[src/rtl/load_store_unit.sv]
// load_store_unit
//
// Sequences byte/halfword/word loads and stores between the CPU datapath and
// a word-indexed data memory. Byte addresses are turned into word indices,
// loads are sign- or zero-extended, and sub-word stores are done as a
// read-modify-write so neighbouring bytes in the same word survive.
//
// Ports:
//   clk, reset      rising-edge clock, synchronous active-high reset
//   Req             request valid, only looked at while idle
//   ReqWrite        1 = store, 0 = load
//   Size            00 byte, 01 halfword, 10 word, 11 reserved (faults)
//   Unsigned        1 = zero-extend loads, 0 = sign-extend
//   Addr            byte address
//   StoreData       right-aligned store data
//   Busy            high whenever a request is in progress
//   Done            one-cycle completion pulse
//   Fault           high with Done when the request was rejected
//   LoadData        extended load result, held until the next load completes
//   MemAddress      word index to memory (registered)
//   MemWriteData    full word to memory (registered)
//   MemWrite        memory write strobe (registered)
//   MemRead         memory read strobe (registered)
//   MemReadData     combinational read data from memory
module load_store_unit #(
    parameter int MAX_WORD = 3100
) (
    input  logic        clk,
    input  logic        reset,
    input  logic        Req,
    input  logic        ReqWrite,
    input  logic [1:0]  Size,
    input  logic        Unsigned,
    input  logic [31:0] Addr,
    input  logic [31:0] StoreData,
    output logic        Busy,
    output logic        Done,
    output logic        Fault,
    output logic [31:0] LoadData,
    output logic [31:0] MemAddress,
    output logic [31:0] MemWriteData,
    output logic        MemWrite,
    output logic        MemRead,
    input  logic [31:0] MemReadData
);

    localparam logic [2:0] S_IDLE = 3'd0;
    localparam logic [2:0] S_RD   = 3'd1;
    localparam logic [2:0] S_WR   = 3'd2;
    localparam logic [2:0] S_RESP = 3'd3;
    localparam logic [2:0] S_FLT  = 3'd4;

    localparam logic [1:0] SZ_BYTE = 2'b00;
    localparam logic [1:0] SZ_HALF = 2'b01;
    localparam logic [1:0] SZ_WORD = 2'b10;

    localparam logic [29:0] MAX_INDEX = 30'(MAX_WORD);

    logic [2:0]  state_q, state_d;
    logic        write_q, write_d;
    logic        unsigned_q, unsigned_d;
    logic [1:0]  size_q, size_d;
    logic [1:0]  lane_q, lane_d;
    logic [15:0] store_lo_q, store_lo_d;
    logic [31:0] line_q, line_d;
    logic [31:0] load_data_q, load_data_d;
    logic [31:0] mem_addr_q, mem_addr_d;
    logic [31:0] mem_wdata_q, mem_wdata_d;
    logic        mem_read_q, mem_read_d;
    logic        mem_write_q, mem_write_d;

    logic        req_fault;
    logic [31:0] merged_word;
    logic [7:0]  sel_byte;
    logic [15:0] sel_half;
    logic [31:0] load_ext;

    // Request rejection: reserved size, misalignment, or a word index past
    // the end of the memory.
    always_comb begin
        req_fault = 1'b0;
        if (Size == 2'b11)                             req_fault = 1'b1;
        if (Size == SZ_HALF && Addr[0])                req_fault = 1'b1;
        if (Size == SZ_WORD && Addr[1:0] != 2'b00)     req_fault = 1'b1;
        if (Addr[31:2] > MAX_INDEX)                    req_fault = 1'b1;
    end

    // Merge the store lane into the word being read this cycle. It is built
    // from MemReadData rather than the line buffer so the merged word can be
    // registered at the end of RD and be stable for the whole WR cycle.
    always_comb begin
        merged_word = MemReadData;
        if (size_q == SZ_BYTE) begin
            case (lane_q)
                2'd0:    merged_word[7:0]   = store_lo_q[7:0];
                2'd1:    merged_word[15:8]  = store_lo_q[7:0];
                2'd2:    merged_word[23:16] = store_lo_q[7:0];
                default: merged_word[31:24] = store_lo_q[7:0];
            endcase
        end else if (lane_q[1]) begin
            merged_word[31:16] = store_lo_q;
        end else begin
            merged_word[15:0] = store_lo_q;
        end
    end

    // Lane selection and extension of the captured line for loads.
    always_comb begin
        case (lane_q)
            2'd0:    sel_byte = line_q[7:0];
            2'd1:    sel_byte = line_q[15:8];
            2'd2:    sel_byte = line_q[23:16];
            default: sel_byte = line_q[31:24];
        endcase
        sel_half = lane_q[1] ? line_q[31:16] : line_q[15:0];
        case (size_q)
            SZ_BYTE: load_ext = {{24{~unsigned_q & sel_byte[7]}}, sel_byte};
            SZ_HALF: load_ext = {{16{~unsigned_q & sel_half[15]}}, sel_half};
            default: load_ext = line_q;
        endcase
    end

    // Next-state and datapath logic. The memory strobes, address and write
    // data are computed one state ahead so they come straight from flops.
    always_comb begin
        state_d     = state_q;
        write_d     = write_q;
        unsigned_d  = unsigned_q;
        size_d      = size_q;
        lane_d      = lane_q;
        store_lo_d  = store_lo_q;
        line_d      = line_q;
        load_data_d = load_data_q;
        mem_addr_d  = mem_addr_q;
        mem_wdata_d = mem_wdata_q;
        mem_read_d  = 1'b0;
        mem_write_d = 1'b0;

        case (state_q)
            S_IDLE: begin
                if (Req) begin
                    write_d    = ReqWrite;
                    unsigned_d = Unsigned;
                    size_d     = Size;
                    lane_d     = Addr[1:0];
                    store_lo_d = StoreData[15:0];
                    if (req_fault) begin
                        state_d = S_FLT;
                    end else begin
                        mem_addr_d = {2'b00, Addr[31:2]};
                        if (ReqWrite && Size == SZ_WORD) begin
                            state_d     = S_WR;
                            mem_write_d = 1'b1;
                            mem_wdata_d = StoreData;
                        end else begin
                            state_d    = S_RD;
                            mem_read_d = 1'b1;
                        end
                    end
                end
            end
            S_RD: begin
                line_d = MemReadData;
                if (write_q) begin
                    state_d     = S_WR;
                    mem_write_d = 1'b1;
                    mem_wdata_d = merged_word;
                end else begin
                    state_d = S_RESP;
                end
            end
            S_WR: begin
                state_d = S_RESP;
            end
            S_RESP: begin
                if (!write_q) begin
                    load_data_d = load_ext;
                end
                state_d = S_IDLE;
            end
            default: begin
                state_d = S_IDLE;
            end
        endcase
    end

    // State and datapath registers.
    always_ff @(posedge clk) begin
        if (reset) begin
            state_q     <= S_IDLE;
            write_q     <= 1'b0;
            unsigned_q  <= 1'b0;
            size_q      <= 2'b00;
            lane_q      <= 2'b00;
            store_lo_q  <= 16'h0;
            line_q      <= 32'h0;
            load_data_q <= 32'h0;
            mem_addr_q  <= 32'h0;
            mem_wdata_q <= 32'h0;
            mem_read_q  <= 1'b0;
            mem_write_q <= 1'b0;
        end else begin
            state_q     <= state_d;
            write_q     <= write_d;
            unsigned_q  <= unsigned_d;
            size_q      <= size_d;
            lane_q      <= lane_d;
            store_lo_q  <= store_lo_d;
            line_q      <= line_d;
            load_data_q <= load_data_d;
            mem_addr_q  <= mem_addr_d;
            mem_wdata_q <= mem_wdata_d;
            mem_read_q  <= mem_read_d;
            mem_write_q <= mem_write_d;
        end
    end

    // The fresh load result is presented during RESP itself, and the
    // register holds it afterwards.
    assign LoadData     = (state_q == S_RESP && !write_q) ? load_ext : load_data_q;
    assign Busy         = (state_q != S_IDLE);
    assign Done         = (state_q == S_RESP) || (state_q == S_FLT);
    assign Fault        = (state_q == S_FLT);
    assign MemAddress   = mem_addr_q;
    assign MemWriteData = mem_wdata_q;
    assign MemRead      = mem_read_q;
    assign MemWrite     = mem_write_q;

endmodule

[config.mk]
export PLATFORM = sky130hd
export DESIGN_NAME = load_store_unit
export DESIGN_NICKNAME = d
export VERILOG_FILES = /design/src/rtl/load_store_unit.sv
export SDC_FILE = /design/constraint.sdc
export NUM_CORES = 1
export LEC_CHECK = 0
export CAP_MARGIN = 20
export CORE_MARGIN = 2
export CORE_UTILIZATION = 50
export CTS_BUF_LIST = sky130_fd_sc_hd__clkbuf_2
export CTS_CLUSTER_DIAMETER = 30
export DETAILED_ROUTE_END_ITERATION = 10
export DONT_BUFFER_PORTS = 1
export HOLD_SLACK_MARGIN = 0.05
export PLACE_DENSITY = 0.68
export REMOVE_ABC_BUFFERS = 1
export SLEW_MARGIN = 20
export SYNTH_ARGS = -nofsm -noshare
export SYNTH_HDL_FRONTEND = slang
export SYNTH_SLANG_ARGS = --single-unit
[constraint.sdc]
create_clock -name clk -period 1.9 [get_ports clk]
set_input_delay 0.38 -clock clk [delete_from_list [all_inputs] [get_ports clk]]
set_output_delay 0.38 -clock clk [all_outputs]
set_load 0.02 [all_outputs]
==> flow_summary.ini <==
[outcome]
status = finished with violations
violations = hold timing, setup timing

[clock_network]
htree_levels = 4
cts_made_buffers = 17
tritoncts = built
clock-sinks = 153
root_buffer = clkbuf_2
clk_path_buf_depth = 2
clk_pin_slew_ns = 0.22
clkLatencyLatePin_ns = 0.76

[timing]
finalSetupViolCount = 80
fin_crit_ns = 2.96
slew_headroom_pct = 30.5
final_hold_viol_count = 130
tightest_slew_ns = 1.04
holdWs_ns = -0.353
rsz0062_at_grt = true
slew_violations = 0
fmax_mhz = 338
fin_skew_ns = 0.0302
fin_crit_sh_pct = 156
setup_ws_ns = -1.06

[setup_path]
worstPathRequired_ns = 1.52
reg2reg_depth = 14
crit_path_start_kind = register
slowest_delay_ns = 0.53
arrival_ns = 2.58
crit_top_cell = nor2_4
path_cells = mux4_2, buf_6, nor2_4, a2111oi_4, nor2_4, clkbuf_16, a21oi_1, buf_4
path_class = register to output port
end_kind = output port
slowest_stage = mux4_2
worstPathMaxFanout = 7

[global_routing]
track_usage_pct = 30.5
grt_pass1_wl_um = 34900
grt_pass1_vias = 6477
gr-total-overflow = 0
grt_max_degree = 168
antenna_found_initial = 1

[floorplan]
pin_count = 204
fp-row-count = 43
dieArea_um2 = 15000
dieHeight_um = 122
start_util_pct = 50.8
dieWidth_um = 122
coreArea_um2 = 13800

[power]
switching_share_pct = 25.2
p_int_uw = 4550
power.density_nw_per_um2 = 619
finalPower_uw = 6080
ir_worst_vdd_mv = 0.418
leakagePower_uw = 0.00380
pwr-share-seq_pct = 54.0
p_clk_share_pct = 36.1
power.switching_uw = 1530
power_frac_comb_pct = 9.9

[drt]
vias = 7032
drc = 0
dr.pass1.iters = 6
routedWlPerCell_um = 21.6
drt-vias-per-instance = 6.02
drtIter0Drc = 893
ant_nets = 0
wirelength_um = 25200

[logic_synthesis]
yosysWarnings = 0
synth_ff_type = dfxtp_1
yosysMostFrequentCell = nand2_1
async_reset_ff_share_pct = 0
syn_inst = 856
yosys-top-cells-count = nand2_1, dfxtp_1, a21oi_1
synth_edf_count = 0
yosysSeqAreaShare_pct = 43.8
synthTopCellsByArea = dfxtp_1, nand2_1, a21oi_1
yosysTopAreaCellShare_pct = 43.8
synth_cell_types = 55
ys_ff_latch = 153
synth_area_leader_cell = dfxtp_1
syn_area_um2 = 6990
post_synth.cell_area_avg_um2 = 8.17

[place]
postPlaceCellArea_um2 = 7510
hpwlAfterDp_um = 13700
place_congestion = 0.891
io_buffers = 0

[worst_hold_path]
min_path_cells = 1
min_path_type = input pin to register

[layout]
drive_gt1_share_pct = 31.1
final_nets = 1079
multiInputGateArea_um2 = 4360
nFillCells = 1021
synthToLayoutAreaGrowth_pct = 40.5
ff_latch_area_um2 = 3070
design_area_um2 = 9820

[job]
drv_cap = 0
==> flip-flops by register name (all words and copies together) (netlist names) <==
register / flops
unsigned_q: 1
write_q: 1
lane_q: 2
state_q: 3
MemRead: 1
load_data_q: 32
MemWriteData: 32
line_q: 32
store_lo_q: 16
MemWrite: 1
size_q: 2
MemAddress: 30
==> layout make-up <==
class,instances,area share (%)
tap,180,2.29
timing repair buffer,164,18.5
multi-input combinational,629,44.4
inverter,11,0.509
sequential,153,31.3
antenna,1,0.0255
clock inverter,11,1.97
clock buffer,20,1.02
==> power by group through the flow <==
stage          combinational, uW  clock (uW)  sequential [uW]
3_3_place_gp                 364           0             3330
2_1_floorplan                230           0             3340
6_report                     600        2200             3280
4_1_cts                      481        2220             3280
3_5_place_dp                 373           0             3330
5_1_grt                      637        2350             3290
==> stage by stage <==
step	TNS [ns]	utilization (%)	worst slack [ns]	cells
floorplan	-135.02	-	-1.43	788
global placement	-27.24	54.5	-0.585	1037
detailed placement	-32.93	54.5	-0.673	1037
CTS	-31.63	65.2	-0.996	1131
global route	-52.36	71.3	-1.18	1169
finish	-44.26	71.3	-1.06	1169
==> worst paths after layout <==
check                               start          endpoint  slack, ns
worst max-delay path            lane_q[0]      LoadData[26]      -1.06
worst min-delay path                reset   load_data_q[21]      -0.35
worst max register to register  lane_q[0]  MemWriteData[28]      -0.71
worst min register to register  line_q[2]         line_q[2]       0.48
==> repair_timing <==
item,in CTS,in global routing
endpoints found under the setup margin,89,135
setup buffers,43,37
cloned,6,8
hold buffers,15,8
endpoints found under the hold margin,153,153
resized for setup,140,112
pin swaps,52,37
==> layer usage <==
layer / GRT usage (%) / share of wire [%] / vias to the layer above / wire (um)
li1: - / - / 3197 / -
met1: 37.6 / 39 / 3338 / 9840
met2: 49.7 / 49 / 416 / 12300
met3: 9.53 / 8.9 / 81 / 2250
met4: 11.8 / 3.4 / 0 / 854
met5: 0 / 0 / - / 0
==> cell usage in the layout (no fill, tap or decap), types with 23 or more instances in the layout <==
cell / n
a21oi_1: 80
a21oi_2: 27
buf_4: 60
buf_6: 56
dfxtp_1: 147
dlygate4sd3_1: 23
mux2i_1: 37
nand2_1: 169
nor2_1: 50
nor2b_1: 28
==> logic make-up (layout without fill, tap and decap cells) <==
family                 count (synthesis)  count (layout)  share of synthesized area, %
flip-flops                           153             153                          43.8
other                                  1               3                        0.0536
AND/OR/NAND/NOR                      348             350                          23.1
XOR/XNOR                               1               1                         0.125
multiplexers                          61              61                          9.32
AO/OA/AOI/OAI                        212             215                          18.7
buffers and inverters                 80             206                          4.87
==> worst max-delay path: cells and delay by family (launching register included) <==
family	cells	cell delay (ns)
compound gates	2	0.12
buf+inv	3	0.49
flops	1	0.38
mux	1	0.53
simple gates	2	0.30
Power figures use the tool's default switching activity.
